$ cat src/rtl/counter_sequencer_pkg.sv
// Shared types and counter arithmetic for counter_sequencer.
// Build macro: COUNTER_SEQUENCER_SATURATE_EN selects clamping instead of modulo wrap.
package counter_sequencer_pkg;

    localparam int MAX_W = 64;

    typedef enum logic [1:0] {
        OP_HOLD = 2'b00,
        OP_INC  = 2'b01,
        OP_DEC  = 2'b10,
        OP_LOAD = 2'b11
    } op_t;

    typedef enum logic {
        IDLE = 1'b0,
        EXEC = 1'b1
    } state_t;

    typedef struct packed {
        logic [MAX_W-1:0] value;
        logic             overflow;
    } op_result_t;

    localparam logic [MAX_W-1:0] ONE_W = 1;

    // Operands arrive zero-extended to MAX_W; width picks the live counter range.
    function automatic op_result_t apply_op(input logic [MAX_W-1:0] value,
                                            input op_t              op,
                                            input logic [MAX_W-1:0] data,
                                            input int unsigned      width);
        logic [MAX_W-1:0] ones;
        op_result_t       r;
        ones = {MAX_W{1'b1}};
        if (width < MAX_W) begin
            ones = ~({MAX_W{1'b1}} << width);
        end
        r.value    = value;
        r.overflow = 1'b0;
        case (op)
            OP_INC: begin
                if (value == ones) begin
                    r.overflow = 1'b1;
`ifdef COUNTER_SEQUENCER_SATURATE_EN
                    r.value = ones;
`else
                    r.value = '0;
`endif
                end else begin
                    r.value = value + ONE_W;
                end
            end
            OP_DEC: begin
                if (value == '0) begin
                    r.overflow = 1'b1;
`ifdef COUNTER_SEQUENCER_SATURATE_EN
                    r.value = '0;
`else
                    r.value = ones;
`endif
                end else begin
                    r.value = value - ONE_W;
                end
            end
            OP_LOAD: r.value = data & ones;
            default: r.value = value;
        endcase
        return r;
    endfunction

endpackage

$ cat src/rtl/counter_sequencer_rr_arbiter.sv
// Round-robin arbiter: grants the first request at or after the priority pointer.
module rr_arbiter #(
    parameter int N = 2
) (
    input  logic         clock,
    input  logic         reset_,
    input  logic [N-1:0] request,
    input  logic         advance,
    output logic [N-1:0] grant,
    output logic         grant_valid
);

    localparam int PW = (N > 1) ? $clog2(N) : 1;

    logic [PW-1:0] ptr_q;
    logic [PW-1:0] ptr_d;
    logic [PW-1:0] win_idx;

    // Scan from farthest to nearest so the entry closest to the pointer wins.
    always_comb begin
        win_idx     = '0;
        grant_valid = 1'b0;
        for (int k = N - 1; k >= 0; k--) begin
            if (request[(int'(ptr_q) + k) % N]) begin
                win_idx     = PW'((int'(ptr_q) + k) % N);
                grant_valid = 1'b1;
            end
        end
    end

    always_comb begin
        grant = '0;
        if (grant_valid) begin
            grant[win_idx] = 1'b1;
        end
    end

    always_comb begin
        ptr_d = ptr_q;
        if (advance && grant_valid) begin
            ptr_d = (win_idx == PW'(N - 1)) ? '0 : win_idx + PW'(1);
        end
    end

    always_ff @(posedge clock or posedge reset_) begin
        if (reset_) begin
            ptr_q <= '0;
        end else begin
            ptr_q <= ptr_d;
        end
    end

endmodule

$ cat src/rtl/counter_sequencer.sv
// Shared counter driven by several req/ack requesters through a two-state FSM.
// Build macro: COUNTER_SEQUENCER_SATURATE_EN clamps inc/dec at the range limits.
module counter_sequencer
    import counter_sequencer_pkg::*;
#(
    parameter int WIDTH      = 16,
    parameter int REQUESTERS = 2
) (
    input  logic                        clock,
    input  logic                        reset_,
    input  logic [REQUESTERS-1:0]       req,
    input  logic [2*REQUESTERS-1:0]     op,
    input  logic [WIDTH*REQUESTERS-1:0] data,
    output logic [REQUESTERS-1:0]       ack,
    output logic [WIDTH-1:0]            value,
    output logic                        overflow
);

    state_t                  state_q, state_d;
    logic [REQUESTERS-1:0]   grant_q, grant_d;
    op_t                     op_q, op_d;
    logic [WIDTH-1:0]        data_q, data_d;
    logic [WIDTH-1:0]        value_q, value_d;
    logic [REQUESTERS-1:0]   ack_q, ack_d;
    logic                    overflow_q, overflow_d;

    logic [REQUESTERS-1:0]   arb_req;
    logic [REQUESTERS-1:0]   arb_grant;
    logic                    arb_valid;
    logic                    arb_advance;
    op_t                     win_op;
    logic [WIDTH-1:0]        win_data;
    op_result_t              res;

    // The requester being acked still holds req this cycle; mask it so it cannot rerun.
    assign arb_req     = (state_q == IDLE) ? (req & ~ack_q) : '0;
    assign arb_advance = (state_q == IDLE);

    rr_arbiter #(
        .N (REQUESTERS)
    ) u_arb (
        .clock       (clock),
        .reset_      (reset_),
        .request     (arb_req),
        .advance     (arb_advance),
        .grant       (arb_grant),
        .grant_valid (arb_valid)
    );

    always_comb begin
        win_op   = OP_HOLD;
        win_data = '0;
        for (int i = 0; i < REQUESTERS; i++) begin
            if (arb_grant[i]) begin
                win_op   = op_t'(op[2*i +: 2]);
                win_data = data[WIDTH*i +: WIDTH];
            end
        end
    end

    always_comb begin
        state_d    = state_q;
        grant_d    = grant_q;
        op_d       = op_q;
        data_d     = data_q;
        value_d    = value_q;
        ack_d      = '0;
        overflow_d = 1'b0;
        res        = '0;
        case (state_q)
            IDLE: begin
                if (arb_valid) begin
                    grant_d = arb_grant;
                    op_d    = win_op;
                    data_d  = win_data;
                    state_d = EXEC;
                end
            end
            EXEC: begin
                res        = apply_op(MAX_W'(value_q), op_q, MAX_W'(data_q), WIDTH);
                value_d    = WIDTH'(res.value);
                overflow_d = res.overflow;
                ack_d      = grant_q;
                state_d    = IDLE;
            end
            default: state_d = IDLE;
        endcase
    end

    always_ff @(posedge clock or posedge reset_) begin
        if (reset_) begin
            state_q    <= IDLE;
            grant_q    <= '0;
            value_q    <= '0;
            ack_q      <= '0;
            overflow_q <= 1'b0;
        end else begin
            state_q    <= state_d;
            grant_q    <= grant_d;
            value_q    <= value_d;
            ack_q      <= ack_d;
            overflow_q <= overflow_d;
        end
    end

    // Operand latch is only consumed after a grant has loaded it, so it needs no reset.
    always_ff @(posedge clock) begin
        op_q   <= op_d;
        data_q <= data_d;
    end

    assign ack      = ack_q;
    assign value    = value_q;
    assign overflow = overflow_q;

endmodule

$ cat config.mk
export PLATFORM = sky130hd
export DESIGN_NAME = counter_sequencer
export DESIGN_NICKNAME = d
export VERILOG_FILES = /design/src/rtl/counter_sequencer_pkg.sv /design/src/rtl/counter_sequencer_rr_arbiter.sv /design/src/rtl/counter_sequencer.sv
export SDC_FILE = /design/constraint.sdc
export NUM_CORES = 1
export LEC_CHECK = 0
export ABC_AREA = 1
export CAP_MARGIN = 0
export CORE_MARGIN = 2
export CORE_UTILIZATION = 30
export DETAILED_ROUTE_END_ITERATION = 12
export PLACE_DENSITY = 0.48
export SYNTH_ARGS = -nofsm -noshare
export SYNTH_HDL_FRONTEND = slang
export SYNTH_HIERARCHICAL = 1
export SYNTH_SLANG_ARGS = --single-unit
$ cat constraint.sdc
create_clock -name clock -period 5.1 [get_ports clock]
set_input_delay 0.51 -clock clock [delete_from_list [all_inputs] [get_ports clock]]
set_output_delay 0.51 -clock clock [all_outputs]
set_load 0.02 [all_outputs]
-- Word level (Yosys, flattened, before mapping)
Index checks and enable logic that the tools add are counted.
Widths: inputs -> output; s select.
- output and inout port bits: 19
- register bits after elaboration: 41
- eq/ne operators: 4
- $lt $le $gt $ge: 4
- add/sub/neg operators: 4
- reduce and logical (&&, ||, !) cells: 6
- multiplexer cells: 29
- bitwise operators: 5
- operators with widths (operator ; number):
    $eq 16x64->1 ; 1
    $mux 16 ; 4
    $mux 64 ; 1
    $pmux 16 s3 ; 1
    $add 16x1->16 const B ; 1
    $and 16x16->16 ; 1
    $logic_not 16->1 ; 1
    $sub 16x1->16 const B ; 1
    $mux 1 ; 15
    $mux 2 ; 5
    $eq 2x2->1 const B ; 2
    $lt 1x2->1 const B ; 2
    $pmux 1 s2 ; 2
    $reduce_and 2->1 ; 2
    $lt 2x3->1 const B ; 1
    $reduce_bool 3->1 ; 1
    $add 1x1->1 const B ; 2
    $and 2x2->2 ; 1
    $eq 2x1->1 const B ; 1
    $logic_and 1x1->1 ; 2
    $not 2->2 ; 1
    $and 1x1->1 const A ; 1
    $demux 1 s1 ; 1
    $ge 1x1->1 const B ; 1
    $not 1->1 ; 1

-- Depth between registers and ports, before layout
Gate-level depths: netlist (run 1).
- depth in word-level cells: 15
- gate-level depth with buffers: 11
- mapped depth without buffers: 11

-- Hierarchy
The synthesis (run 1) kept the hierarchy.
- by module, submodules not included (module ; cells each ; times used ; area an instance (um^2) ; sequential area each (um^2)):
    counter_sequencer ; 423 ; 1 ; 2912.8 ; 1091.0
    rr_arbiter ; 12 ; 1 ; 70.1 ; 25.0

-- Least setup slack after synthesis (run 1)
Ideal clock, no wire load.
- path type: input port to flip-flop
- from: in req[1]
- to: reg data_q[10] (data pin)
- library setup time: 0.254 ns
- cell stages on the path: 8
- arrival: 1.686 ns
- setup slack: 3.160 ns
- path buffers: 2
- cells stage by stage: nor3b_1 > inv_1 > a21oi_1 > buf_2 > clkinv_1 > clkbuf_1 > nand3_1 > nand2_1
- elaborated cells on any way between the ends: 19
- those cells by class: order compare (2); mux (15); bitwise (1); reduce/logical (1)
- RTL lines (element ; line ; text):
    start: declaration ; counter_sequencer.sv:11 ; input logic [REQUESTERS-1:0] req,
    $and 2x2->2 * ; counter_sequencer.sv:36 ; assign arb_req = (state_q == IDLE) ? (req & ~ack_q) : '0;
    $mux 2 * ; counter_sequencer.sv:36 ;
    $mux 1 (implied by the code) (3 in series) ; counter_sequencer_rr_arbiter.sv:24 ; if (request[(int'(ptr_q) + k) % N]) begin
    $mux 1 (2 in series) ; counter_sequencer_rr_arbiter.sv:24 ;
    $lt 1x2->1 (implied by the code) or $ge 1x1->1 (tied branches) ; counter_sequencer_rr_arbiter.sv:34 ; grant[win_idx] = 1'b1;
    $logic_and 1x1->1 (implied by the code) ; counter_sequencer_rr_arbiter.sv:34 ;
    $mux 1 (implied by the code) ; counter_sequencer_rr_arbiter.sv:34 ;
    $demux 1 s1 ; -- ;
    $mux 2 * ; counter_sequencer_rr_arbiter.sv:33 ; if (grant_valid) begin
    net arb_grant[1] ; counter_sequencer.sv:28 ; logic [REQUESTERS-1:0] arb_grant;
    $mux 16 * ; counter_sequencer.sv:54 ; if (arb_grant[i]) begin
    net win_data[10] ; counter_sequencer.sv:32 ; logic [WIDTH-1:0] win_data;
    end signal: assignment ; counter_sequencer.sv:109 ; data_q <= data_d;
    end: declaration ; counter_sequencer.sv:22 ; logic [WIDTH-1:0] data_q, data_d;
The timed path passes the listed nets; every way through them passes the cells marked *. The select of a mux whose other input is x is not followed.
A chain may end at the register's enable or synchronous reset.

-- Worst setup path in the final report (run 1)
- from: in req[1]
- to: reg data_q[12] (data pin)
- elaborated cells on any way between the ends: 19
- those cells by class: order compare (2); mux (15); bitwise (1); reduce/logical (1)
- RTL lines (element ; line ; text):
    $and 2x2->2 * ; counter_sequencer.sv:36 ;
    $mux 2 * ; counter_sequencer.sv:36 ;
    net arb_req[1] ; counter_sequencer.sv:27 ; logic [REQUESTERS-1:0] arb_req;
    $mux 1 (implied by the code) (3 in series) ; counter_sequencer_rr_arbiter.sv:24 ;
    $mux 1 (2 in series) ; counter_sequencer_rr_arbiter.sv:24 ;
    $lt 1x2->1 (implied by the code) or $ge 1x1->1 (tied branches) ; counter_sequencer_rr_arbiter.sv:34 ;
    $logic_and 1x1->1 (implied by the code) ; counter_sequencer_rr_arbiter.sv:34 ;
    $mux 1 (implied by the code) ; counter_sequencer_rr_arbiter.sv:34 ;
    $demux 1 s1 ; -- ;
    $mux 2 * ; counter_sequencer_rr_arbiter.sv:33 ;
    net arb_grant[1] ; counter_sequencer.sv:28 ;
    $mux 16 * ; counter_sequencer.sv:54 ;
    net win_data[12] ; counter_sequencer.sv:32 ;
Marks and branches as above.

==> results of run 1 <==
[layout make-up]
class | count | area, µm² | area share
clock buffer | 5 | 68.8 | 0.0182
clock inverter | 3 | 46.3 | 0.0123
inverter | 48 | 180 | 0.0477
multi-input combinational | 330 | 1600 | 0.425
sequential | 41 | 1120 | 0.295
tap | 133 | 166 | 0.0441
timing repair buffer | 60 | 596 | 0.158
[stage by stage]
stage	util	hold WS (ps)	cell area (µm²)	instances
global route	0.388	362	3780	620
CTS	0.388	363	3780	620
global placement	0.376	470	3660	612
floorplan	-	239	2980	435
detailed placement	0.376	463	3660	612
finish	0.388	367	3780	620
[Yosys cell counts, drive strengths merged]
master / n / area (µm²)
dfrtp: 23 / 576
edfxtp: 18 / 541
a22oi: 4 / 30.0
a31oi: 1 / 6.26
inv: 47 / 176
nor3: 1 / 5.00
nor4: 1 / 6.26
a21oi: 10 / 50.1
nor2: 55 / 279
or2: 1 / 6.26
xnor2: 1 / 8.76
nand3b: 1 / 7.51
nand3: 63 / 338
buf: 9 / 56.3
clkbuf: 7 / 26.3
o21ai: 10 / 50.1
ha: 7 / 87.6
nor3b: 2 / 15.0
nand4: 4 / 25.0
nand2: 160 / 611
clkinv: 1 / 3.75
xor2: 9 / 78.8
[routing by layer]
metal,up-vias,GRT usage,part of all wire
li1,1485,-,-
met1,1257,0.221,0.49
met2,80,0.259,0.45
met3,9,0.0239,0.046
met4,0,0.0425,0.018
met5,-,0,0
[worst max-delay path, cell delays in order]
cell and delay, ps:
clkdlybuf4s50_1 450, nor3b_1 310, inv_1 110, a21oi_1 140, buf_4 240, clkinv_1 430, nand3_1 210, nand2_1 70
[flip-flops by register name, indices dropped and copies added (netlist names)]
| signal | count |
|---|---|
| grant_q | 2 |
| ack | 2 |
| data_q | 16 |
| u_arb/ptr_q | 1 |
| value | 16 |
| overflow | 1 |
| state_q | 1 |
| op_q | 2 |
[kinds of logic after synthesis]
kind of cell             after synthesis  share of synthesized area
XOR/XNOR                              10                     0.0294
flip-flops                            41                      0.374
AO/OA/AOI/OAI                         25                     0.0457
buffers and inverters                 64                     0.0881
adder cells (fa/ha/maj)                7                     0.0294
AND/OR/NAND/NOR                      288                      0.433
[power groups by stage]
stage	clock, µW	combinational (µW)	sequential [µW]
global placement	0	1130	711
CTS	289	1130	707
global route	300	1280	730
floorplan	0	772	696
finish	281	1130	706
detailed placement	0	1130	714
[path summary, 6_finish.rpt]
check	start	endpoint	cells past startpoint
setup reg to reg	state_q$_DFF_PP0_	data_q[12]$_DFFE_PP_	7
max in group asynchronous	reset_	value[8]$_DFFE_PP0P_	2
hold / removal	reset_	u_arb/ptr_q$_DFFE_PP0P_	2
hold reg to reg	grant_q[1]$_DFFE_PP0P_	ack[1]$_DFF_PP0_	2
setup / recovery	req[1]	data_q[12]$_DFFE_PP_	8
min in group clock	grant_q[1]$_DFFE_PP0P_	ack[1]$_DFF_PP0_	2
==> reports/metrics.csv, run 1 <==
stage,metric,value,unit
power_and_ir_drop,pwr-share-clk,0.133,
sta,slew_headroom,0.380,
power_and_ir_drop,ir_drop,0.000165,V
critical_path,rrSetupSlack,2820,ps
sta,layout_setup_ws,2670,ps
placement,hpwl,6220,µm
final_layout,layout_commonest_cell,nand2_1,
clocking,clk_pin_slew,90,ps
clocking,hold_buffers,0,
sta,fin_crit,2430,ps
power_and_ir_drop,leakagePower,0.00172,µW
critical_path,endpoint_kind,flop,
sta,min_period_over_period,0.477,
critical_path,start_kind,input pin,
final_layout,drive_above_1_share,0.0657,
die,die_area,10800,µm²
detailed_routing,wl,8220,µm
detailed_routing,drtIter0Drc,122,
die,initial_utilization,0.307,
die,dieWidth,104,µm
power_and_ir_drop,p_per_area,560,nW/µm²
clocking,clock-sinks,41,
placement,dp_slack,2340,ps
final_layout,antenna_cells,0,
detailed_routing,ant_nets,0,
power_and_ir_drop,pwr-share-seq,0.334,
sta,fin_skew,15.8,ps
yosys,syn-cell-area,2980,µm²
die,row_count,36,
yosys,ys_warn_count,6,
clocking,clockBufferDepth,2,
global_route,antenna_found_initial,0,
yosys,syn_nets,482,
min_path,min_path_type,in2async,
clocking,cts_setup_buffers,0,
sta,fmax,0.411,GHz
clocking,clock-root-buffer,clkbuf_8,
sta,rsz0062_at_grt,false,
global_route,grt_pass1_vias,2792,
power_and_ir_drop,p_sw,1030,µW
critical_path,cp.arrival,2490,ps
sta,slew_violations,0,
die,core_area,9730,µm²
power_and_ir_drop,p_sw_frac,0.489,
clocking,numCtsBuffers,5,
sta,setup_violations,0,
yosys,synth_seq_cells,41,
detailed_routing,wl_per_cell,13.3,µm
global_route,grt_overflow,0,
final_layout,nNetsFinal,533,
run,drv_cap,0,
critical_path,cp_max_fo,19,
detailed_routing,first_pass_iters,5,
yosys,yosysSeqAreaShare,0.374,
critical_path,cp.required,5150,ps
detailed_routing,drc,0,
die,chipHeight,104,µm
sta,fin_tns_setup,0,ps
die,io_pins,59,
clocking,htreeDepth,2,
power_and_ir_drop,total_power,2120,µW
final_layout,fillCellCount,1095,
global_route,grt_usage,0.159,
yosys,ys_types,32,
clocking,insertion_delay,310,ps
final_layout,layout_common_cells,"nand2_1 (158), nand3_1 (60), clkdlybuf4s50_1 (58), inv_1 (44), nor2_1 (42)",
detailed_routing,viasPerCell,4.57,
clocking,cts_resized,0,
global_route,grt_first_pass_wirelength,14000,µm
status,status,"finished, final reports clean",
final_layout,areaGrowthSynthToFinish,26.6,%
sta,tightestPinTransition,928,ps
clocking,cts_tree,built,
power_and_ir_drop,intPower,1080,µW
yosys,syn_inst,435,
power_and_ir_drop,p_comb_frac,0.533,
placement,io_buffers,58,
detailed_routing,vias,2831,
sta,hold_violations,0,
placement,place.gp.congestion,0.906,
global_route,grt_max_degree,23,
yosys,synth_area_per_cell,6.86,µm²
critical_path,worstSetupPathType,in2reg,
(Power assumes the default switching activity.)
==> run 2: changes to the inputs <==
==> constraint.sdc (replaced) <==
create_clock -name clock -period 2.3 [get_ports clock]
set_input_delay 0.23 -clock clock [delete_from_list [all_inputs] [get_ports clock]]
set_output_delay 0.23 -clock clock [all_outputs]
set_load 0.02 [all_outputs]
==> reports/metrics.csv, run 2 (same netlist as run 1, synthesis figures left out) <==
stage,metric,value,unit
critical_path,rrSetupSlack,390,ps
detailed_routing,drtIter0Drc,145,
clocking,numCtsBuffers,5,
sta,fin_crit,1910,ps
final_layout,design_area,3830,µm²
critical_path,timing.rr.end,value[13]$_DFFE_PP0P_,
power_and_ir_drop,ir_drop,0.000330,V
clocking,htreeDepth,2,
detailed_routing,ant_nets,0,
final_layout,layout_common_cells,"nand2_1 (158), nand3_1 (60), clkdlybuf4s50_1 (58), inv_1 (44), nor2_1 (42)",
critical_path,endpoint_kind,flop,
placement,placed_area,3710,µm²
clocking,clock-root-buffer,clkbuf_8,
sta,slew_headroom,0.617,
critical_path,r2r_start,op_q[0]$_DFFE_PP_,
die,chipHeight,104,µm
clocking,clock-sinks,41,
critical_path,cpPeakStageDelay,400,ps
die,die_area,10800,µm²
critical_path,reg2regPathDepth,9,
power_and_ir_drop,total_power,4730,µW
final_layout,areaGrowthSynthToFinish,28.3,%
placement,io_buffers,58,
sta,min_period_over_period,0.831,
sta,tightestPinTransition,575,ps
run,drv_cap,0,
final_layout,antenna_cells,0,
die,core_area,9730,µm²
placement,dpl.cell_count,619,
global_route,grt_max_degree,23,
clocking,cts_setup_buffers,0,
min_path,min_path_type,in2async,
global_route,antenna_found_initial,0,
clocking,cts_resized,0,
clocking,insertion_delay,310,ps
global_route,grt_pass1_vias,2664,
die,dieWidth,104,µm
placement,place.gp.congestion,0.937,
sta,rsz0062_at_grt,false,
detailed_routing,vias,2841,
power_and_ir_drop,leakagePower,0.00176,µW
final_layout,drive_above_1_share,0.0789,
sta,hold_violations,0,
sta,fin_skew,3.81,ps
critical_path,worstSetupPathType,reg2reg,
critical_path,worstPathCellList,inv_1 -> ha_1 -> nor2_4 -> inv_1 -> nor2_4 -> nand3_1 -> nand3_1 -> nand2_1 -> inv_1,
sta,setup_violations,0,
critical_path,crit_slowest_cell,edfxtp_1,
sta,fmax,0.523,GHz
die,io_pins,59,
final_layout,layout_commonest_cell,nand2_1,
detailed_routing,viasPerCell,4.53,
final_layout,nNetsFinal,540,
clocking,hold_buffers,0,
status,status,"finished, final reports clean",
critical_path,cp.arrival,2160,ps
placement,hpwl,6400,µm
clocking,cts_tree,built,
sta,slew_violations,0,
final_layout,finalNonFillerCells,627,
detailed_routing,drc,0,
critical_path,cp_max_fo,11,
detailed_routing,first_pass_iters,4,
global_route,grt_overflow,0,
critical_path,cp.required,2550,ps
global_route,grt_usage,0.156,
sta,fin_tns_setup,0,ps
clocking,clockBufferDepth,2,
power_and_ir_drop,p_per_area,1240,nW/µm²
detailed_routing,wl_per_cell,13.0,µm
detailed_routing,wl,8150,µm
die,row_count,36,
critical_path,cpMostUsedCell,inv_1,
critical_path,start_kind,flop,
clocking,clk_pin_slew,90,ps
die,initial_utilization,0.307,
global_route,grt_first_pass_wirelength,13600,µm
run 2: final cells by class:
class                   count  area, µm²
inverters                  48        180
fillers                  1049       5900
well taps                 133        166
multi-input cells         330       1600
flip-flops and latches     41       1120
clock inverters             3       43.8
repair buffers             67        648
clock buffers               5       68.8
run 2: where the power goes:
group | internal (µW) | switching [µW]
Clock | 326 | 290
Combinational | 974 | 1590
Sequential | 1150 | 403
run 2: worst max-delay path by stage:
| stage | end | startpoint | cells past startpoint |
|---|---|---|---|
| global placement | data_q[13]$_DFFE_PP_ | req[0] | 7 |
| CTS | value[15]$_DFFE_PP0P_ | op_q[0]$_DFFE_PP_ | 9 |
| finish | value[13]$_DFFE_PP0P_ | op_q[0]$_DFFE_PP_ | 9 |
| global route | value[15]$_DFFE_PP0P_ | op_q[0]$_DFFE_PP_ | 9 |
| detailed placement | data_q[7]$_DFFE_PP_ | req[1] | 8 |
| floorplan | data_q[10]$_DFFE_PP_ | ack[1]$_DFF_PP0_ | 8 |
run 2: through the flow:
step | setup slack (ps) | utilization | hold slack, ps
CTS | 375 | 0.393 | 78.9
finish | 389 | 0.393 | 78.1
global placement | 388 | 0.382 | 402
floorplan | 399 | - | -41.3
global route | 215 | 0.393 | 96.1
detailed placement | 351 | 0.382 | 411
run 2: worst max-delay path: cells and delay by family (launching register included):
kind                       cells  cell delay, ps
adders and majority gates      1             400
and+or+nand+nor                5             810
buffers and inverters          3             250
DFF                            1             400
run 2: metal layers:
| metal | track usage | share of wire | up-vias |
|---|---|---|---|
| li1 | - | - | 1494 |
| met1 | 0.219 | 0.49 | 1257 |
| met2 | 0.242 | 0.45 | 78 |
| met3 | 0.0264 | 0.045 | 12 |
| met4 | 0.0531 | 0.018 | 0 |
| met5 | 0 | 0 | - |
==> run 3: changes to the inputs <==
--- a/config.mk
+++ b/config.mk
@@ -10,7 +10,7 @@
 export CORE_MARGIN = 2
 export CORE_UTILIZATION = 30
 export DETAILED_ROUTE_END_ITERATION = 12
-export PLACE_DENSITY = 0.48
+export PLACE_DENSITY = 0.5
 export SYNTH_ARGS = -nofsm -noshare
 export SYNTH_HDL_FRONTEND = slang
 export SYNTH_HIERARCHICAL = 1
==> constraint.sdc (replaced) <==
create_clock -name clock -period 1.5 [get_ports clock]
set_input_delay 0.15 -clock clock [delete_from_list [all_inputs] [get_ports clock]]
set_output_delay 0.15 -clock clock [all_outputs]
set_load 0.02 [all_outputs]
==> reports/metrics.csv, run 3 (same netlist as run 1, synthesis figures left out) <==
stage,metric,value,unit
power_and_ir_drop,total_power,9560,µW
global_route,top_usage_layer,met2,
die,dieWidth,104,µm
clocking,numCtsBuffers,5,
detailed_routing,viasPerCell,4.61,
min_path,whs_path_depth,2,
global_route,met1_usage,0.239,
global_route,grt_first_pass_wirelength,15800,µm
final_layout,seq_area,1130,µm²
final_layout,layout_common_cells,"nand2_1 (146), buf_4 (65), clkdlybuf4s50_1 (42), inv_1 (39), nand3_1 (34)",
sta,slew_violations,0,
die,io_pins,59,
min_path,whs_endpoint,ack[0]$_DFF_PP0_,
final_layout,areaGrowthSynthToFinish,64.4,%
placement,hpwl,6930,µm
clocking,clock-root-buffer,clkbuf_8,
global_route,grt_usage,0.181,
global_route,grt_use_met2,0.311,
detailed_routing,wl_per_cell,13.8,µm
global_route,antenna_found_initial,0,
final_layout,multi_input_area,1960,µm²
global_route,grt_pass1_vias,3227,
sta,setup_violations,35,
die,row_count,36,
clocking,clockBufferDepth,2,
global_route,grt_overflow,0,
power_and_ir_drop,p_per_area,1950,nW/µm²
sta,fin_tns_setup,-2150,ps
status,status,"complete, but fails checks",
power_and_ir_drop,ir_drop,0.000632,V
sta,hold_violations,0,
critical_path,timing.rr.end,overflow$_DFF_PP0_,
final_layout,fin_util,0.504,
placement,placed_area,4180,µm²
status,violations,setup timing,
sta,rsz0062_at_grt,true,
critical_path,rrSetupSlack,-120,ps
clocking,htreeDepth,2,
final_layout,antenna_cells,0,
detailed_routing,drc,0,
die,core_area,9730,µm²
sta,fin_skew,11.7,ps
power_and_ir_drop,leakagePower,0.00224,µW
critical_path,worstSetupPathType,reg2reg,
clocking,insertion_delay,300,ps
min_path,min_path_type,reg2reg,
detailed_routing,vias,3242,
clocking,cts_tree,built,
run,drv_cap,0,
sta,fin_crit,1620,ps
clocking,clk_pin_slew,100,ps
placement,dp_slack,-182,ps
detailed_routing,first_pass_iters,4,
sta,slew_headroom,0.783,
min_path,hold_path.startpoint,grant_q[0]$_DFFE_PP0P_,
global_route,grt_max_degree,23,
sta,tightestPinTransition,325,ps
die,initial_utilization,0.307,
sta,layout_setup_ws,-125,ps
placement,io_buffers,58,
critical_path,cp.arrival,1860,ps
detailed_routing,drtIter0Drc,137,
sta,fmax,0.615,GHz
sta,min_period_over_period,1.08,
die,die_area,10800,µm²
clocking,clock-sinks,41,
final_layout,nNetsFinal,617,
critical_path,cp_max_fo,5,
critical_path,cp.required,1740,ps
critical_path,endpoint_kind,flop,
final_layout,layout_commonest_cell,nand2_1,
critical_path,start_kind,flop,
final_layout,drive_above_1_share,0.342,
final_layout,design_area,4900,µm²
placement,place.gp.congestion,0.897,
die,chipHeight,104,µm
critical_path,reg2regPathDepth,8,
detailed_routing,ant_nets,0,
critical_path,r2r_start,value[1]$_DFFE_PP0P_,
global_route,grtUsageMet3,0.0233,
detailed_routing,wl,9680,µm
final_layout,fillCellCount,965,
[run 3: cell count changes in the layout (fill, tap and decap cells not counted), moves of 7 or more]
cell	change
buf_4	+56
buf_6	+11
clkdlybuf4s50_1	-16
dfrtp_1	-12
dfrtp_2	+12
dlygate4sd2_1	+13
nand2_1	-12
nand2_2	+8
nand3_1	-26
nand3_2	+22
nor2_1	-11
nor2_2	+7
[run 3: what timing repair did]
item                       in CTS  in global routing
gates resized for setup        84                 47
setup endpoints to repair      69                 58
hold endpoints to repair        1                  0
buffers inserted               12                  4
hold buffers                    1                  0
gates cloned                    5                  1
pin swaps                      11                 17
[run 3: power by group]
group	total, µW	internal (µW)	switching (µW)	leakage, µW
combinational	6330	2850	3480	0.00175
clock	945	500	445	0.0000585
sequential	2290	1790	495	0.000438
total	9560	5140	4420	0.00224
[run 3: metal layers]
metal	routed length (µm)	share of wire
met1	4290	0.44
met2	4600	0.47
met3	562	0.058
met4	232	0.024
met5	0	0
[run 3: worst max-delay path by stage]
| stage | end | startpoint | slack (ps) | depth (start not counted) |
|---|---|---|---|---|
| floorplan | data_q[10]$_DFFE_PP_ | ack[1]$_DFF_PP0_ | -100 | 8 |
| global placement | data_q[13]$_DFFE_PP_ | req[0] | -170 | 7 |
| detailed placement | data_q[13]$_DFFE_PP_ | req[0] | -180 | 7 |
| CTS | value[13]$_DFFE_PP0P_ | value[0]$_DFFE_PP0P_ | -110 | 10 |
| global route | value[3]$_DFFE_PP0P_ | value[1]$_DFFE_PP0P_ | -190 | 10 |
| finish | overflow$_DFF_PP0_ | value[1]$_DFFE_PP0P_ | -120 | 8 |
[run 3: cell type report]
type / instances / share of cell area
inverters: 48 / 0.0406
repair inverters: 3 / 0.00995
repair buffers: 140 / 0.263
multi-input cells: 331 / 0.399
well taps: 133 / 0.0339
flip-flops and latches: 41 / 0.231
clock inverters: 3 / 0.00893
clock buffers: 5 / 0.0140
[run 3: metrics by stage]
| stage | hold slack, ps | cells |
|---|---|---|
| 2_1_floorplan | -121 | 435 |
| 3_3_place_gp | 318 | 674 |
| 3_5_place_dp | 331 | 674 |
| 4_1_cts | 487 | 700 |
| 5_1_grt | 511 | 704 |
| 6_report | 484 | 704 |
[run 3: worst max-delay path: stages (launching register included)]
cell	delay, ps
dfrtp_2	450
ha_4	170
nand2_4	60
nor2_4	160
buf_4	140
nand4_1	150
nor2_2	200
nand2_1	70
a21oi_1	140
